`src/rtl/uart_rx_if.sv`:
```
// Byte delivery handshake for the UART receiver.
// Carries rx_data/rx_data_valid to the consumer, rx_data_ready back.
interface uart_rx_if;
  logic [7:0] rx_data;
  logic       rx_data_valid;
  logic       rx_data_ready;

  modport master (
    output rx_data,
    output rx_data_valid,
    input  rx_data_ready
  );

  modport slave (
    input  rx_data,
    input  rx_data_valid,
    output rx_data_ready
  );
endinterface

```
`src/rtl/uart_rx.sv`:
```
// 8N1 UART receiver, counter-oversampled, one-entry holding register.
// Ports: clk_50m, rst (sync, high), rx_pin, rx_if (data/valid/ready),
// rx_frame_err and rx_overrun one-cycle pulses.
module uart_rx #(
  parameter int CLK_FRE   = 50,
  parameter int BAUD_RATE = 115200
) (
  input  logic     clk_50m,
  input  logic     rst,
  input  logic     rx_pin,
  uart_rx_if.master rx_if,
  output logic     rx_frame_err,
  output logic     rx_overrun
);

  localparam int CYCLE = CLK_FRE * 1000000 / BAUD_RATE;
  localparam logic [15:0] C_LAST = 16'(CYCLE - 1);
  localparam logic [15:0] C_MID  = 16'(CYCLE / 2 - 1);

  typedef enum logic [1:0] {
    S_IDLE,
    S_START,
    S_REC_BYTE,
    S_STOP
  } state_t;

  state_t      r_state;
  state_t      w_next;
  logic        r_sync1;
  logic        r_sync2;
  logic        r_sync3;
  logic [15:0] r_cycle_cnt;
  logic [2:0]  r_bit_cnt;
  logic [7:0]  r_shift;
  logic [7:0]  r_data;
  logic        r_valid;
  logic        r_fe;
  logic        r_ov;
  logic        w_fall;
  logic        w_line;
  logic        w_mid;
  logic        w_last;
  logic        w_stop_smp;

  assign w_fall     = r_sync3 & ~r_sync2;
  assign w_line     = r_sync2;
  assign w_mid      = (r_cycle_cnt == C_MID);
  assign w_last     = (r_cycle_cnt == C_LAST);
  assign w_stop_smp = (r_state == S_STOP) && w_mid;

  // Line idles high, so sync flops reset high to avoid a false edge.
  always_ff @(posedge clk_50m) begin
    if (rst) begin
      r_sync1 <= 1'b1;
      r_sync2 <= 1'b1;
      r_sync3 <= 1'b1;
    end else begin
      r_sync1 <= rx_pin;
      r_sync2 <= r_sync1;
      r_sync3 <= r_sync2;
    end
  end

  always_ff @(posedge clk_50m) begin
    if (rst) r_state <= S_IDLE;
    else     r_state <= w_next;
  end

  always_comb begin
    w_next = r_state;
    unique case (r_state)
      S_IDLE: begin
        if (w_fall) w_next = S_START;
      end
      S_START: begin
        if (w_mid && w_line) w_next = S_IDLE;
        else if (w_last)     w_next = S_REC_BYTE;
      end
      S_REC_BYTE: begin
        if (w_last && (r_bit_cnt == 3'd7))
          w_next = S_STOP;
      end
      S_STOP: begin
        // Leave at mid stop bit: half a bit of slack for the next start.
        if (w_mid) w_next = S_IDLE;
      end
      default: w_next = S_IDLE;
    endcase
  end

  always_ff @(posedge clk_50m) begin
    if (rst)
      r_cycle_cnt <= '0;
    else if (r_state != w_next)
      r_cycle_cnt <= '0;
    else if ((r_state == S_REC_BYTE) && w_last)
      r_cycle_cnt <= '0;
    else
      r_cycle_cnt <= r_cycle_cnt + 16'd1;
  end

  always_ff @(posedge clk_50m) begin
    if (rst)
      r_bit_cnt <= '0;
    else if (r_state != S_REC_BYTE)
      r_bit_cnt <= '0;
    else if (w_last)
      r_bit_cnt <= r_bit_cnt + 3'd1;
  end

  always_ff @(posedge clk_50m) begin
    if (rst)
      r_shift <= '0;
    else if ((r_state == S_REC_BYTE) && w_mid)
      r_shift[r_bit_cnt] <= w_line;
  end

  // A new byte wins over a same-edge accept, so valid stays set.
  always_ff @(posedge clk_50m) begin
    if (rst) begin
      r_data  <= '0;
      r_valid <= 1'b0;
      r_fe    <= 1'b0;
      r_ov    <= 1'b0;
    end else begin
      r_fe <= 1'b0;
      r_ov <= 1'b0;
      if (w_stop_smp && w_line) begin
        r_data  <= r_shift;
        r_valid <= 1'b1;
        r_ov    <= r_valid & ~rx_if.rx_data_ready;
      end else begin
        if (w_stop_smp)
          r_fe <= 1'b1;
        if (r_valid && rx_if.rx_data_ready)
          r_valid <= 1'b0;
      end
    end
  end

  assign rx_if.rx_data       = r_data;
  assign rx_if.rx_data_valid = r_valid;
  assign rx_frame_err        = r_fe;
  assign rx_overrun          = r_ov;

endmodule

```
`src/flat_wrapper.sv`:
```
// flat-port wrapper written by rule: the top's interface ports become plain ports
module uart_rx_flat 
#(
  parameter int CLK_FRE   = 50,
  parameter int BAUD_RATE = 115200
)
  (clk_50m, rst, rx_pin, rx_frame_err, rx_overrun, rx_if_rx_data, rx_if_rx_data_valid, rx_if_rx_data_ready);
  uart_rx_if rx_if_i ();
  input  logic clk_50m;
  input  logic rst;
  input  logic rx_pin;
  output logic rx_frame_err;
  output logic rx_overrun;
  output wire logic [$bits(rx_if_i.rx_data)-1:0] rx_if_rx_data;
  output wire logic [$bits(rx_if_i.rx_data_valid)-1:0] rx_if_rx_data_valid;
  input wire logic [$bits(rx_if_i.rx_data_ready)-1:0] rx_if_rx_data_ready;
  assign rx_if_rx_data = rx_if_i.rx_data;
  assign rx_if_rx_data_valid = rx_if_i.rx_data_valid;
  assign rx_if_i.rx_data_ready = rx_if_rx_data_ready;
  uart_rx #(.CLK_FRE(CLK_FRE), .BAUD_RATE(BAUD_RATE)) u_core (.clk_50m(clk_50m), .rst(rst), .rx_pin(rx_pin), .rx_if(rx_if_i), .rx_frame_err(rx_frame_err), .rx_overrun(rx_overrun));
endmodule
```
`config.mk`:
```
export PLATFORM = sky130hd
export DESIGN_NAME = uart_rx_flat
export DESIGN_NICKNAME = d
export VERILOG_FILES = /design/src/rtl/uart_rx_if.sv /design/src/rtl/uart_rx.sv /design/src/flat_wrapper.sv
export SDC_FILE = /design/constraint.sdc
export NUM_CORES = 1
export LEC_CHECK = 0
export CAP_MARGIN = 0
export CORE_MARGIN = 2
export CORE_UTILIZATION = 54
export CTS_BUF_LIST = sky130_fd_sc_hd__clkbuf_4 sky130_fd_sc_hd__clkbuf_8
export CTS_CLUSTER_DIAMETER = 150
export CTS_CLUSTER_SIZE = 16
export DETAILED_ROUTE_END_ITERATION = 16
export GPL_TIMING_DRIVEN = 0
export HOLD_SLACK_MARGIN = 0.12
export PLACE_DENSITY_LB_ADDON = 0.15
export SYNTH_ARGS = -nofsm -noshare
export SYNTH_HDL_FRONTEND = slang
export SYNTH_SLANG_ARGS = --single-unit
```
`constraint.sdc`:
```
create_clock -name clk_50m -period 1.56 [get_ports clk_50m]
set_input_delay 0.312 -clock clk_50m [delete_from_list [all_inputs] [get_ports clk_50m]]
set_output_delay 0.312 -clock clk_50m [all_outputs]
set_load 0.01 [all_outputs]
```
==> results.sh <==
export IMPL_hold_end="u_core.r_sync2$_SDFF_PP1_"
export IMPL_pwr_density_cell_mw_per_mm2=754.6
export IMPL_grt_use_total_pct=21.33
export IMPL_rrSetupSlack_ns=-0.18
export IMPL_leakage_nw=0.9804
export IMPL_root_buffer="clkbuf_4"
export IMPL_synth_top_flop_cell="dfxtp_1"
export IMPL_synth_area_leaders="dfxtp_1 45%, mux2i_1 9.3%, nor2_1 8.0%"
export IMPL_dpl_hpwl_mm=2.632
export IMPL_fin_crit_ns=1.744
export IMPL_drt_iter0_drc=76
export IMPL_worstPathMaxFanout=5
export IMPL_ant_nets=0
export IMPL_cp_arrival_ns=2.00
export IMPL_fin_ws_ns=-0.1838
export IMPL_critPathMaxStageDelay_ns=0.41
export IMPL_hold_path_class="reg -> reg"
export IMPL_min_from="u_core.r_sync1$_SDFF_PP1_"
export IMPL_hold_viol=0
export IMPL_viasPerCell=5.242
export IMPL_cp_cell_sequence="inv_2, ha_4, nand4bb_4, or3_4, nor4_4, mux2i_1, nor2_1"
export IMPL_crit_required_ns=1.82
export IMPL_ir_drop_uv=593.5
export IMPL_core_area_mm2=0.003390
export IMPL_setup_worst_path_class="reg -> reg"
export IMPL_grt_max_degree=14
export IMPL_dpl_instance_area_mm2=0.002227
export IMPL_synth_most_common_cell="dfxtp_1"
export IMPL_synth_cell_types=38
export IMPL_status="complete, but fails checks"
export IMPL_fin_nets=247
export IMPL_grt_pass1_vias=1488
export IMPL_endpoint_kind="flip-flop"
export IMPL_path_buf_inv=1
export IMPL_wl_per_cell_um=13.30
export IMPL_dp_worst_setup_slack_ns=-0.3021
export IMPL_gp_congestion=0.8825
export IMPL_ioPinCount=15
export IMPL_worstReg2RegEnd="u_core.r_shift[4]$_SDFFE_PP0P_"
export IMPL_setup_tns_ns=-4.753
export IMPL_drive_gt1_share_pct=25.10
export IMPL_clk_pin_slew_ns=0.13
export IMPL_failed_checks="setup timing"
export IMPL_synthTopCellsByCount="43 x dfxtp_1, 41 x nor2_1, 18 x mux2i_1"
export IMPL_synth_top_cell_area_share_pct=44.65
export IMPL_rows=21
export IMPL_crit_path_top_delay_cell="or3_4"
export IMPL_slew_headroom_pct=67.81
export IMPL_netlist_area_mm2=0.001928
export IMPL_drv_slew=0
export IMPL_fmax_mhz=573.5
export IMPL_post_synth_cell_area_avg_um2=9.360
export IMPL_drc=0
export IMPL_syn_nets=215
export IMPL_routed_wl_mm=3.790
export IMPL_port_buffer_count=14
export IMPL_cts_tree="done"
export IMPL_ys_ff_latch=43
export IMPL_dp_cells=266
export IMPL_synth_edf_count=0
export IMPL_r2r_start="u_core.r_cycle_cnt[0]$_SDFF_PP0_"
export IMPL_path_delay_family="simple AND/OR/NAND/NOR gates"
export IMPL_synth_seq_area_share_pct=44.65
export IMPL_hold_path_depth=1
export IMPL_layout_cells_non_filler=285
export IMPL_startpoint_type="flip-flop"
export IMPL_grt_pass1_wl_mm=6.803
export IMPL_design_area_mm2=0.002464
export IMPL_cts_sinks=43
export IMPL_die_h_um=63.76
export IMPL_firstDrtPassIters=4
export IMPL_hold_buffers=0
export IMPL_die_w_um=63.76
export IMPL_tightest_slew_ns=0.4792
export IMPL_maxCapViolCount=0
export IMPL_syn_to_final_growth_pct=27.77
export IMPL_synth_cells=206
export IMPL_period_share_pct=111.8
export IMPL_yosys_warnings=0
export IMPL_clk_path_buf_depth=2
export IMPL_async_flop_share_pct=0
export IMPL_antenna_found_initial=0
export IMPL_numCtsBuffers=5
export IMPL_rsz0062_at_grt="yes"
export IMPL_finClkSkew_ns=0.01374
export IMPL_startpoint="u_core.r_cycle_cnt[0]$_SDFF_PP0_"
export IMPL_htreeDepth=2
export IMPL_hold_worst_slack_ns=0.4244
export IMPL_clk_latency_ns=0.36
export IMPL_antennaDiodeCount=0
export IMPL_start_util_pct=56.88
export IMPL_via_count=1494
export IMPL_setup_viol=37
export IMPL_r2r_cells=7
export IMPL_grt_overflow_total=0
export IMPL_yosysTopAreaCell="dfxtp_1"
export IMPL_dieArea_mm2=0.004065
routing by layer:
layer | part of all wire (%) | vias to the layer above | global-route usage, %
met3 | 4.1 | 5 | 5.458
met2 | 50 | 29 | 36.05
met4 | 1.4 | 0 | 7.337
met5 | 0 | - | 0
met1 | 45 | 701 | 26.40
li1 | - | 759 | -
metrics by stage:
stage               utilization (%)  power, mW
CTS                           71.83      1.869
detailed placement            65.71      1.241
global placement              65.71      1.239
global route                  72.68      1.934
floorplan                         -      1.214
finish                        72.68      1.859
cells by family (layout without fill, tap and decap cells):
| kind of cell | after synthesis | in the layout | share of synthesized area, % |
|---|---|---|---|
| simple gates | 103 | 103 | 28.75 |
| fa+ha+maj | 5 | 5 | 3.245 |
| buf+inv | 16 | 49 | 3.893 |
| xor+xnor | 15 | 15 | 6.814 |
| mux | 18 | 18 | 9.344 |
| compound gates | 6 | 6 | 3.309 |
| flops | 43 | 43 | 44.65 |
how the worst max path moves through the flow:
stage                     slack (ns)                                end  cells after the start
after floorplan                -0.09   u_core.r_cycle_cnt[9]$_SDFF_PP0_                      7
after global routing           -0.29   u_core.r_cycle_cnt[6]$_SDFF_PP0_                      7
after CTS                      -0.18   u_core.r_cycle_cnt[6]$_SDFF_PP0_                      7
after detailed placement       -0.30  u_core.r_cycle_cnt[14]$_SDFF_PP0_                      6
after global placement         -0.27   u_core.r_cycle_cnt[9]$_SDFF_PP0_                      6
final                          -0.18     u_core.r_shift[4]$_SDFFE_PP0P_                      7
cell type report:
type	count	area, um2
plain buffers	9	66.31
clock inverters	1	7.507
well taps	46	57.56
flip-flops and latches	43	874.6
multi-input cells	147	1141
inverters	7	26.28
fillers	239	925.9
repair buffers	25	225.2
clock buffers	7	65.06
what timing repair did:
item                                   in CTS  in global routing
buffers inserted                           10                  1
gates resized for setup                    25                  9
setup endpoints to repair                  45                 43
endpoints found under the hold margin       0                  0
pin swaps                                   4                  0
report_power, final:
part | switching (mW) | internal [mW]
registers | 0.0121 | 1.11
clock network | 0.359 | 0.264
logic | 0.0584 | 0.0552
total | 0.430 | 1.43
flip-flops by register name (all words and copies together), names as in the netlist:
signal                      cells
u_core.rx_overrun               1
u_core.r_shift                  8
u_core.rx_frame_err             1
u_core.rx_if.rx_data_valid      1
u_core.rx_if.rx_data            8
u_core.r_sync2                  1
u_core.r_sync1                  1
u_core.r_state                  2
u_core.r_bit_cnt                3
u_core.r_sync3                  1
u_core.r_cycle_cnt             16
worst register-to-register path, stage by stage (launching register included):
cell and delay (ns):
dfxtp_4 0.36, inv_2 0.06, ha_4 0.14, nand4bb_4 0.15
or3_4 0.41, nor4_4 0.26, mux2i_1 0.21, nor2_1 0.05
cell usage in the layout (no fill, tap or decap), types with 2 or more instances in the layout:
cell type and count:
nor2_1 41, nand3_1 6, dfxtp_4 2, clkbuf_1 3
dlygate4sd2_1 7, buf_6 5, nor4b_2 2, clkbuf_8 2
and3_1 6, nand2_1 12, inv_1 5, dfxtp_1 36
or2_2 3, xor2_1 7, ha_1 4, buf_4 10
nor3_1 6, nor4_4 2, inv_2 2, nand4_1 2
nor3_2 2, mux2i_1 18, clkbuf_2 2, clkdlybuf4s50_1 4
xnor2_1 8, and2_1 2, dfxtp_2 5, clkbuf_4 5
and4_1 3, dlymetal6s2s_1 3
Note: power is estimated with default switching activity, not from simulation.
